--- src/rtl/pulse_indicator.sv ---
// pulse_indicator: turns single-cycle event strobes into fixed-length LED
// blinks, each followed by a fixed gap. Events that arrive during a blink or
// gap are counted in a saturating pending counter and replayed back-to-back.
//
// Build option: define PULSE_INDICATOR_ACTIVE_LOW_EN to drive led_out
// active-low (0 = lit, reset value 1) for common-anode LEDs. Without it,
// led_out is active-high with reset value 0.
module pulse_indicator #(
  parameter int ON_CYCLES  = 4096,
  parameter int OFF_CYCLES = 4096,
  parameter int PEND_W     = 3
) (
  input  logic              clk,
  input  logic              reset,
  input  logic              pulse_in,
  input  logic              overflow_clr,
  output logic              led_out,
  output logic              busy,
  output logic [PEND_W-1:0] pending,
  output logic              overflow
);

  // One timer serves both phases, so it is sized for the longer of the two.
  localparam int MAX_CYC = (ON_CYCLES > OFF_CYCLES) ? ON_CYCLES : OFF_CYCLES;
  localparam int TW      = (MAX_CYC > 1) ? $clog2(MAX_CYC) : 1;

  localparam logic [TW-1:0]     ON_LAST   = TW'(ON_CYCLES - 1);
  localparam logic [TW-1:0]     OFF_LAST  = TW'(OFF_CYCLES - 1);
  localparam logic [PEND_W-1:0] PEND_MAX  = {PEND_W{1'b1}};
  localparam logic [PEND_W-1:0] PEND_ONE  = PEND_W'(1);
  localparam logic [TW-1:0]     TIMER_ONE = TW'(1);

`ifdef PULSE_INDICATOR_ACTIVE_LOW_EN
  localparam logic LED_LIT  = 1'b0;
  localparam logic LED_DARK = 1'b1;
`else
  localparam logic LED_LIT  = 1'b1;
  localparam logic LED_DARK = 1'b0;
`endif

  typedef enum logic [1:0] {
    ST_IDLE = 2'd0,
    ST_ON   = 2'd1,
    ST_OFF  = 2'd2
  } state_t;

  state_t              state_q, state_d;
  logic [TW-1:0]       timer_q, timer_d;
  logic [PEND_W-1:0]   pend_q,  pend_d;
  logic                ovf_q,   ovf_d;
  logic                led_q,   led_d;
  logic                busy_q,  busy_d;

  logic                inc;
  logic                dec;
  logic                drop;

  // Next-state, timer, pending counter and overflow flag.
  always_comb begin
    state_d = state_q;
    timer_d = timer_q;
    pend_d  = pend_q;
    ovf_d   = ovf_q;
    inc     = 1'b0;
    dec     = 1'b0;
    drop    = 1'b0;

    unique case (state_q)
      ST_IDLE: begin
        if (pulse_in) begin
          state_d = ST_ON;
          timer_d = '0;
        end
      end
      ST_ON: begin
        inc = pulse_in;
        if (timer_q == ON_LAST) begin
          state_d = ST_OFF;
          timer_d = '0;
        end else begin
          timer_d = timer_q + TIMER_ONE;
        end
      end
      ST_OFF: begin
        if (timer_q == OFF_LAST) begin
          timer_d = '0;
          if (pend_q != '0) begin
            // Replay a queued event; a new strobe in the same cycle queues.
            state_d = ST_ON;
            dec     = 1'b1;
            inc     = pulse_in;
          end else if (pulse_in) begin
            // Nothing queued: the strobe is served directly, no idle gap.
            state_d = ST_ON;
          end else begin
            state_d = ST_IDLE;
          end
        end else begin
          timer_d = timer_q + TIMER_ONE;
          inc     = pulse_in;
        end
      end
      default: begin
        state_d = ST_IDLE;
        timer_d = '0;
      end
    endcase

    // Simultaneous replay and new event cancel; otherwise saturate.
    if (inc && dec) begin
      pend_d = pend_q;
    end else if (dec) begin
      pend_d = pend_q - PEND_ONE;
    end else if (inc) begin
      if (pend_q == PEND_MAX) begin
        drop = 1'b1;
      end else begin
        pend_d = pend_q + PEND_ONE;
      end
    end

    // A drop on the same edge as a clear keeps the flag set.
    if (drop) begin
      ovf_d = 1'b1;
    end else if (overflow_clr) begin
      ovf_d = 1'b0;
    end

    led_d  = (state_d == ST_ON) ? LED_LIT : LED_DARK;
    busy_d = (state_d != ST_IDLE);
  end

  // State and registered outputs, with synchronous reset.
  always_ff @(posedge clk) begin
    if (reset) begin
      state_q <= ST_IDLE;
      timer_q <= '0;
      pend_q  <= '0;
      ovf_q   <= 1'b0;
      led_q   <= LED_DARK;
      busy_q  <= 1'b0;
    end else begin
      state_q <= state_d;
      timer_q <= timer_d;
      pend_q  <= pend_d;
      ovf_q   <= ovf_d;
      led_q   <= led_d;
      busy_q  <= busy_d;
    end
  end

  assign led_out  = led_q;
  assign busy     = busy_q;
  assign pending  = pend_q;
  assign overflow = ovf_q;

endmodule

--- config.mk ---
export PLATFORM = sky130hd
export DESIGN_NAME = pulse_indicator
export DESIGN_NICKNAME = d
export VERILOG_FILES = /design/src/rtl/pulse_indicator.sv
export SDC_FILE = /design/constraint.sdc
export NUM_CORES = 1
export LEC_CHECK = 0
export CAP_MARGIN = 20
export CORE_MARGIN = 4
export CORE_UTILIZATION = 50
export DETAILED_ROUTE_END_ITERATION = 10
export PLACE_DENSITY = 0.71
export SLEW_MARGIN = 5
export SYNTH_ARGS = -nofsm -noshare
export SYNTH_HDL_FRONTEND = slang
export SYNTH_SLANG_ARGS = --single-unit
export TNS_END_PERCENT = 50
--- constraint.sdc ---
create_clock -name clk -period 3.93 [get_ports clk]
set_input_delay 0.786 -clock clk [delete_from_list [all_inputs] [get_ports clk]]
set_output_delay 0.786 -clock clk [all_outputs]
set_load 0.1 [all_outputs]
**Yosys cells after proc, flatten, opt, wreduce, memory -nomap -nowiden**

Index checks and enable logic that the tools add are counted.

- Register bits: 20
- Logic and storage cells: 50
- Output and inout port bits: 6
- Input bits: 4

- Reduce and logical (&&, ||, !) cells: 8
- Bitwise operators: 1
- Muxes and demuxes: 25
- Add/subtract/negate cells: 3
- Equal/unequal tests: 7

Operator list:

| kind | number |
|---|---|
| 12-bit two-way mux | 2 |
| 12-bit case mux with 2 select lines | 1 |
| 1-bit two-way mux | 14 |
| 12-bit by 1-bit adder with 12-bit output (second input constant) | 1 |
| 12-bit == test (second input constant) | 1 |
| 3-bit two-way mux | 3 |
| 2-bit two-way mux | 3 |
| 2-bit case mux with 3 select lines | 1 |
| 2-bit nonzero test | 3 |
| 2-bit by 1-bit == test with 1-bit output (second input constant) | 2 |
| 2-bit != test (second input constant) | 2 |
| 3-bit by 1-bit adder with 3-bit output (second input constant) | 1 |
| 3-bit == test (second input constant) | 1 |
| 3-bit AND reduction | 1 |
| 3-bit nonzero test | 1 |
| 3-bit by 1-bit subtractor with 3-bit output (second input constant) | 1 |
| 2-bit == test (second input constant) | 1 |
| 2-bit logical NOT | 1 |
| 1-bit case mux with 2 select lines | 1 |
| 2-bit OR reduction | 1 |
| 1-bit logical AND | 1 |
| 1-bit inverter | 1 |

**Longest topological paths before layout**

Gate-level depths: netlist of run 1.

- Depth after elaboration: 8
- Depth in mapped cells: 9
- Depth with buffers taken out: 9

**Least setup slack after synthesis of run 1**

Ideal clock, no wire load.

- Path type: flip-flop to flip-flop
- From: register pend_q[0] (netlist: pending[0])
- To: register pend_q[2] (netlist: pending[2])
- Stages on the path, launching flop included: 8
- Period minus slack after synthesis: 2672 ps
- Library setup time: 121 ps
- Required time: 3809 ps
- Setup slack: 1258 ps
- Data arrival time: 2552 ps
- Path buffers: 0
- Path through: dfxtp_1 o31a_1 and4_2 inv_1 fa_1 and3_1 a32oi_1 mux2_2

- Cells in the longest elaborated chain, start to end: 7
- Elaborated cells between the ends (all ways): 18
- Those cells by class: add/sub: 2; eq/ne: 2; mux: 9; bitwise: 1; reduce/logical: 4

RTL lines:

| item | line | RTL |
|---|---|---|
| start: declaration | 49 | `logic [PEND_W-1:0] pend_q, pend_d;` |
| start signal: assignment | 145 | `pend_q <= pend_d;` |
| 3-bit nonzero test | 87 | `if (pend_q != '0) begin` |
| 1-bit two-way mux | 87 |  |
| 1-bit two-way mux | 85 | `if (timer_q == OFF_LAST) begin` |
| 1-bit case mux with 2 select lines or 1-bit two-way mux (tied branches) | 68 | `unique case (state_q)` |
| 1-bit logical AND | 110 | `if (inc && dec) begin` |
| 1-bit inverter (no source line) | - |  |
| 3-bit AND reduction (no source line) | - |  |

Several ways; a longest one is shown, not always the timed one. The select of a mux whose other input is x is not followed.
A chain may end at the register's enable or synchronous reset.

**Worst setup path in the final report of run 1**

- From: register pend_q[0] (netlist: pending[0])
- To: output pending[0]

RTL lines:

| item | line | RTL |
|---|---|---|
| end: declaration | 19 | `output logic [PEND_W-1:0] pending,` |

No word-level cell between the ends.

==> summary.txt, run 1 <==
Logic synthesis
  • Syn Nets: 146
  • Largest cells by area after synthesis: dfxtp_1, ha_1, nor2_1, nand4_1, xor2_1
  • Sequential share of the synthesized area: 34.6%
  • Largest area contributor in the netlist: dfxtp_1
  • Share of the synthesized area in the top cell type: 34.6%
  • Most common library cells after synthesis: dfxtp_1, nor2_1, nand2_1
  • Cell variety after synth: 43
  • Post-Synthesis Cells: 136
  • Ys flop type: dfxtp_1
  • Synth Cell Area: 1160 µm²
  • Yosys Warn Count: 0
  • Post-synth ARST share: 0%
  • Count leader, synth: dfxtp_1
  • Synthesized area per cell: 8.50 µm²
  • EDFF count, synth: 0
  • FF+latch count, synth: 20

Setup path
  • Kind of critical path: reg -> out
  • WP data arrival: 1950 ps
  • Worst setup EP type: primary output
  • Critical path data required time: 3140 ps
  • CP Launch Type: register
  • Worst-path cell chain: clkdlybuf4s50_1
  • Largest delay share family, worst path: buffers and inverters
  • Buf/Inv on CP: 1
  • CP max-delay cell: clkdlybuf4s50_1
  • Max incr delay on CP: 1180 ps
  • CP max FO: 7

Timing
  • Skew final: 7.61 ps
  • Rel. slew slack: 35.0%
  • Post-route minimum period: 2740 ps
  • Setup_tns: 0 ps
  • Final setup fails: 0
  • Unrepaired setup endpoints after global routing: false
  • Max Freq: 365 MHz
  • Final worst-path cycle share: 69.7%
  • Final Hold Violating Endpoints: 0
  • Max-slew violation count: 0
  • Worst Max-Slew Pin Slew: 973 ps

Finish
  • Area growth, synth to finish: 10.3%
  • Fillers: 207
  • Layout cells sized above 1: 8.39%
  • Layout net count: 154
  • ANT cells: 0
  • Final Instance Count excl. Fillers: 171

Flow run
  • Max cap viols: 0

Floorplanning
  • I/O pin total: 10
  • Row Count: 17
  • Die X: 56.1 µm
  • Starting Density: 52.3%
  • Full die area: 3150 µm²
  • Core area: 2210 µm²
  • Die Height: 56.1 µm

GRT
  • Gr ovfl total: 0
  • Largest net degree at the start of global routing: 17
  • Initial antenna violation count: 0
  • Gr usage total: 15.6%
  • Vias in the first global route: 964
  • First-pass GRT wire length: 4030 µm

Clock tree
  • Worst skew pair latency: 310 ps
  • Reg clk slew, reported paths: 120 ps
  • H-tree Lvls: 1
  • CTS tree: done
  • Root Driver: clkbuf_4
  • CTS Hold Bufs: 0
  • Clock tree buffer depth: 2
  • Setup Buffers After CTS: 0
  • CTS Buf Count: 3
  • Post-cts gate resize count: 0
  • CTS Sinks: 20

Drt
  • Residual DRC: 0
  • Initial drt markers: 29
  • First-pass DRT Iterations: 6
  • WL/cell: 13.2 µm
  • Routed WL: 2260 µm
  • Post-route ant nets: 0
  • Via count: 1001
  • DR vias/cell: 5.85

Place
  • Port bufs: 9
  • Global placer's final weighted congestion: 0.873
  • Post-DP HPWL: 1710 µm
  • Dpl cells: 167

Pwr
  • Maximum vdd drop: 0.195 mV
  • Leak Pwr: 0.446 nW
  • Total power: 0.000390 W
  • Pwr dens: 306 nW/µm²

Hold path
  • Tightest Hold Check Type: reg -> reg

Status
  • Status: finished, final reports clean
## worst min-delay path, cell delays in order, from the launching register on
cell     delay [ps]
dfxtp_1         340
nand2_1          60
a21oi_1          50
## through the flow
stage | util (%) | area, µm² | setup WS [ps] | hold slack (ps)
finish | 57.6 | 1270 | 1190 | 481
global route | 57.6 | 1270 | 1130 | 524
CTS | 57.6 | 1270 | 1180 | 485
detailed placement | 56.0 | 1240 | 1470 | 468
global placement | 56.0 | 1240 | 1500 | 457
floorplan | - | 1160 | 1260 | 444
## kinds of logic after synthesis
group,count (synthesis),share of synthesized area [%]
adder cells (fa/ha/maj),6,7.14
AND/OR/NAND/NOR,59,27.7
AO/OA/AOI/OAI,29,17.1
buffers and inverters,13,5.95
flip-flops,20,34.6
XOR/XNOR,6,4.55
multiplexers,3,2.92
## sequential cells by signal (all words and copies together), names as in the netlist
signal / count
timer_q: 12
pending: 3
state_q: 2
busy: 1
led_out: 1
overflow: 1
## final cells by class
cell class	count	area, µm²	share of cell area [%]
repair buffers	9	90.1	7.07
well taps	28	35.0	2.75
inverters	7	26.3	2.06
flip-flops and latches	20	400	31.4
multi-input cells	103	687	53.9
clock buffers	4	36.3	2.85
## layer usage
metal  wire length [µm]  global-route usage, %
met3                 75                   2.32
met4                 40                   7.80
met1               1160                   20.6
met2                990                   24.7
met5                  0                      0
## report_power, final
part	switching, W	total, W	internal (W)	leakage, nW
Combinational	0.0000408	0.0000587	0.0000179	0.263
Clock	0.0000648	0.000121	0.0000566	0.0210
Sequential	0.00000331	0.000210	0.000207	0.162
## worst paths after layout
path	startpoint	to	slack [ps]	cells past startpoint
worst max-delay path	pending[0]	pending[0]	1190	1
worst min-delay path	timer_q[1]	timer_q[1]	480	2
worst max register to register	timer_q[0]	pending[2]	1510	8
worst min register to register	timer_q[1]	timer_q[1]	480	2
## cells in the final DEF (no fill, tap or decap), types with 2 or more instances in the layout
master and instances:
nor2_1 15, nand3_1 3, ha_1 5, and4_1 2, or3_1 4, nand2b_1 2, nand2_1 9, a31oi_1 2
dfxtp_1 20, inv_1 7, o31ai_1 2, and3_1 4, nor2b_1 3, clkdlybuf4s50_1 9, o31a_1 2, o21ai_0 7
xor2_1 5, nand4_1 7, mux2_2 3, a21oi_1 6, a211o_1 2, nor4_1 2, clkbuf_4 3
(Power assumes the default switching activity.)
==> run 2, diff against run 1 <==
Settings changed: PLACE_DENSITY 0.71 to 0.73.
Clock period 3.93 ns to 2.5 ns, I/O delays scaled along.
==> run 2 against run 1 <==
Effect of this change: clock-buffer cell count shrank 1; hold slack improved by 1.2 ps; final cell count is 2.3% higher; highest routed layer unchanged; sequential power up 58%; sequential cell count stayed put; register-to-register slack got worse by 1300 ps; combinational power is 60% higher; critical path depth is 8 higher; die area unchanged; largest power group unchanged; sequential share of layout area is essentially flat; setup slack got worse by 940 ps; largest cell class unchanged.
==> summary.txt, run 2 (synthesized netlist as in run 1, its figures left out) <==
Clock tree
  • CTS Sinks: 20
  • Reg clk slew, reported paths: 110 ps
  • Worst skew pair latency: 300 ps
  • Clock tree buffer depth: 2
  • CTS tree: done
  • H-tree Lvls: 1
  • CTS Hold Bufs: 0
  • CTS Buf Count: 3
  • Root Driver: clkbuf_4
  • Setup Buffers After CTS: 0
  • Post-cts gate resize count: 0

Floorplanning
  • Row Count: 17
  • Core area: 2210 µm²
  • Starting Density: 52.3%
  • Die X: 56.1 µm
  • Die Height: 56.1 µm
  • Full die area: 3150 µm²
  • I/O pin total: 10

Pwr
  • Int Power: 0.000410 W
  • Combinational fraction of design power: 16.4%
  • Switching share of power: 28.8%
  • Pwr dens: 446 nW/µm²
  • Leak Pwr: 0.478 nW
  • Maximum vdd drop: 0.259 mV
  • Total power: 0.000575 W
  • Switch Pwr: 0.000165 W
  • Clock share of power: 26.1%
  • Seq pwr share: 57.5%

Drt
  • Routed WL: 2650 µm
  • Post-route ant nets: 0
  • DR vias/cell: 5.98
  • Residual DRC: 0
  • WL/cell: 15.2 µm
  • Initial drt markers: 26
  • First-pass DRT Iterations: 4
  • Via count: 1046

Timing
  • Skew final: 7.49 ps
  • Final worst-path cycle share: 90.0%
  • Rel. slew slack: 63.9%
  • Max-slew violation count: 0
  • Worst Max-Slew Pin Slew: 541 ps
  • Post-route minimum period: 2250 ps
  • Final setup fails: 0
  • Max Freq: 445 MHz
  • Setup_tns: 0 ps
  • Unrepaired setup endpoints after global routing: false
  • Final Hold Violating Endpoints: 0

Finish
  • Max FFs per register: 12
  • Fillers: 215
  • Final Instance Area: 1290 µm²
  • Layout cells sized above 1: 17.0%
  • Area growth, synth to finish: 11.4%
  • Layout net count: 159
  • Largest Register: timer_q
  • Final core utilization: 58.2%
  • ANT cells: 0
  • Commonest cells after routing, fill and taps aside: dfxtp_1, nor2_1, buf_4, nand2_1
  • Final Instance Count excl. Fillers: 175
  • Commonest non-fill, non-tap cell in the layout: dfxtp_1

Setup path
  • Kind of critical path: reg -> reg
  • CP Launch Type: register
  • Worst setup EP type: register
  • CP max FO: 5
  • Critical path data required time: 2700 ps
  • Worst Reg-to-Reg Cells: 9
  • WP data arrival: 2450 ps

Hold path
  • Tightest Hold Check Type: reg -> reg
  • Hold Path Stages: 2

GRT
  • First-pass GRT wire length: 4440 µm
  • Gr ovfl total: 0
  • Largest net degree at the start of global routing: 12
  • Initial antenna violation count: 0
  • Gr usage total: 17.6%
  • Vias in the first global route: 1010

Place
  • Post-DP Area: 1260 µm²
  • Port bufs: 9
  • Post-DP HPWL: 1940 µm
  • Global placer's final weighted congestion: 0.837
  • Dpl cells: 172

Flow run
  • Max cap viols: 0

Status
  • Status: finished, final reports clean
-- run 2: critical path, stage by stage (launching register included) --
cell	delay [ps]
dfxtp_1	360
inv_1	90
ha_1	170
o31a_1	160
and4_2	250
inv_1	50
fa_1	360
and3_1	160
a32oi_1	180
mux2_2	360
-- run 2: per-layer routing --
layer  vias to the layer above  track usage (%)  wire, µm
met4                         0             8.14        56
met1                       488             23.5      1240
li1                        520                -         -
met5                         -                0         0
met2                        32             27.7      1220
met3                         6             2.32       135
-- run 2: through the flow --
| step | setup WS (ps) | hold slack [ps] |
|---|---|---|
| after floorplan | 182 | 444 |
| final | 251 | 482 |
| after global routing | 70.0 | 511 |
| after detailed placement | 245 | 468 |
| after CTS | 237 | 483 |
| after global placement | 311 | 454 |
-- run 2: power by group through the flow --
stage                     clock network (W)  registers [W]   logic, W
after floorplan                           0       0.000366  0.0000404
after global placement                    0       0.000337  0.0000922
after detailed placement                  0       0.000338  0.0000935
after CTS                          0.000154       0.000331  0.0000939
after global routing               0.000164       0.000332   0.000101
final                              0.000150       0.000331  0.0000942
-- run 2: path summary, 6_finish.rpt --
check | startpoint | to | slack (ps)
max | state_q[0] | pending[2] | 250
min | timer_q[1] | timer_q[1] | 480
max reg2reg | state_q[0] | pending[2] | 250
min reg2reg | timer_q[1] | timer_q[1] | 480
-- run 2: cell type report --
cell class	count	area, µm²	area share (%)
Multi-Input combinational cell	103	687	53.4
Sequential cell	20	404	31.4
Timing Repair Buffer	14	113	8.75
Tap cell	28	35.0	2.72
Inverter	7	26.3	2.04
Clock buffer	3	22.5	1.75
==> run 3, diff against run 2 <==
Settings changed: PLACE_DENSITY 0.73 to 0.83.
==> run 3 against run 2 <==
Effect of this change: sequential power barely moved; critical path depth unchanged; combinational power increased by 1%; sequential cell count stayed put; via count rose by 3.0%; register-to-register slack got worse by 50 ps; final cell count is the same.
==> summary.txt, run 3 (synthesized netlist as in run 1, its figures left out) <==
Drt
  • Residual DRC: 0
  • WL/cell: 15.0 µm
  • Via count: 1077
  • Routed WL: 2630 µm
  • DR vias/cell: 6.15
  • Initial drt markers: 58
  • Post-route ant nets: 0
  • First-pass DRT Iterations: 4

Hold path
  • Tightest Hold Check Type: reg -> reg
  • Hold Path Stages: 2
  • Hold endpoint: overflow
  • Hold path start: overflow

Timing
  • Final Hold Violating Endpoints: 0
  • Skew final: 0.465 ps
  • Rel. slew slack: 65.2%
  • Final worst-path cycle share: 92.1%
  • Max-slew violation count: 0
  • Post-route minimum period: 2300 ps
  • Unrepaired setup endpoints after global routing: false
  • Worst Max-Slew Pin Slew: 518 ps
  • Max Freq: 434 MHz
  • Setup_tns: 0 ps
  • Final setup fails: 0

Pwr
  • Combinational fraction of design power: 13.8%
  • Maximum vdd drop: 0.396 mV
  • Pwr dens: 521 nW/µm²
  • Int Power: 0.000516 W
  • Leak Pwr: 0.486 nW
  • Switch Pwr: 0.000174 W
  • Seq pwr share: 48.1%
  • Clock share of power: 38.1%
  • Switching share of power: 25.2%

GRT
  • Gr ovfl total: 0
  • Gr usage total: 17.6%
  • First-pass GRT wire length: 4560 µm
  • Vias in the first global route: 1048
  • Largest net degree at the start of global routing: 13
  • Initial antenna violation count: 0

Status
  • Status: finished, final reports clean

Place
  • Global placer's final weighted congestion: 0.890
  • Post-DP HPWL: 1890 µm
  • Port bufs: 9
  • Dpl cells: 171

Finish
  • Layout net count: 158
  • ANT cells: 0
  • Fillers: 204
  • Commonest cells after routing, fill and taps aside: dfxtp_1, nor2_1, buf_4, nand2_1
  • Largest Register: timer_q
  • Area growth, synth to finish: 14.4%
  • Final core utilization: 59.8%
  • Commonest non-fill, non-tap cell in the layout: dfxtp_1
  • Max FFs per register: 12
  • Layout cells sized above 1: 17.7%
  • Final Instance Count excl. Fillers: 175

Floorplanning
  • Die X: 56.1 µm
  • Starting Density: 52.3%
  • Full die area: 3150 µm²
  • Row Count: 17
  • Die Height: 56.1 µm
  • Core area: 2210 µm²
  • I/O pin total: 10

Clock tree
  • Reg clk slew, reported paths: 110 ps
  • Setup Buffers After CTS: 0
  • Clock tree buffer depth: 2
  • CTS Buf Count: 3
  • CTS Sinks: 20
  • H-tree Lvls: 1
  • Root Driver: clkbuf_4
  • CTS tree: done
  • Worst skew pair latency: 300 ps

Setup path
  • Worst r2r src: state_q[0]
  • Worst setup EP type: register
  • Kind of critical path: reg -> reg
  • CP max-delay cell: fa_1
  • Worst-path cell chain: inv_1, ha_4, o31a_1, and4_2, inv_1, fa_1, and3_1, a32oi_1, mux2_2
  • Reg2Reg Setup Slack: 200 ps
  • Critical path data required time: 2700 ps
  • WP data arrival: 2500 ps
  • Top cell by count, worst path: inv_1
  • CP max FO: 6
  • Worst r2r dst: pending[2]
  • CP Launch Type: register
  • Max incr delay on CP: 370 ps
  • Worst Reg-to-Reg Cells: 9

Flow run
  • Max cap viols: 0
## run 3: cell types whose count changed in the layout (fill, tap and decap cells not counted), sizes merged
cell and delta:
buf -1, bufinv +1
## run 3: power by group through the flow
stage          combinational [W]  sequential (W)  clock, W
6_report               0.0000954        0.000331  0.000263
5_1_grt                 0.000102        0.000332  0.000276
4_1_cts                0.0000937        0.000331  0.000269
3_5_place_dp           0.0000928        0.000338         0
3_3_place_gp           0.0000907        0.000337         0
2_1_floorplan          0.0000404        0.000366         0
## run 3: metal layers
layer  global-route usage [%]  vias up  wire (µm)
met5                        0        -          0
met4                     8.14        0         63
met3                     3.25        9        158
met2                     30.1       46       1290
met1                     21.2      503       1120
li1                         -      519          -
## run 3: worst max-delay path by stage
| stage | start | endpoint | slack, ps | cells after the start |
|---|---|---|---|---|
| global route | state_q[0] | pending[2] | 30 | 9 |
| detailed placement | state_q[0] | pending[2] | 130 | 9 |
| CTS | state_q[0] | pending[2] | 90 | 9 |
| global placement | state_q[0] | pending[2] | 240 | 9 |
| floorplan | pending[0] | pending[2] | 180 | 7 |
| finish | state_q[0] | pending[2] | 200 | 9 |
## run 3: repair_timing
action / 4_1_cts / 5_1_grt
hold buffers: 0 / 0
endpoints found under the setup margin: 0 / 1
gates resized for setup: 0 / 2
## run 3: through the flow
step / hold WS, ps / cell area, µm² / power [W] / setup slack [ps]
finish: 485 / 1320 / 0.000689 / 197
global placement: 450 / 1260 / 0.000428 / 236
floorplan: 444 / 1160 / 0.000407 / 182
CTS: 490 / 1310 / 0.000694 / 92.9
detailed placement: 470 / 1260 / 0.000431 / 125
global route: 522 / 1320 / 0.000710 / 26.4
## run 3: layout make-up
| type | instances | area, µm² | area share [%] |
|---|---|---|---|
| clock buffer | 3 | 22.5 | 1.70 |
| clock inverter | 1 | 30.0 | 2.27 |
| inverter | 7 | 26.3 | 1.99 |
| multi-input combinational | 103 | 699 | 52.9 |
| sequential | 20 | 404 | 30.6 |
| tap | 28 | 35.0 | 2.65 |
| timing repair buffer | 13 | 105 | 7.95 |
## run 3: critical path: cells and delay by family (launching register included)
kind | cells | cell delay, ps
multiplexers | 1 | 350
adder cells (fa/ha/maj) | 2 | 560
buffers and inverters | 2 | 200
AO/OA/AOI/OAI | 2 | 330
AND/OR/NAND/NOR | 2 | 410
flip-flops | 1 | 360
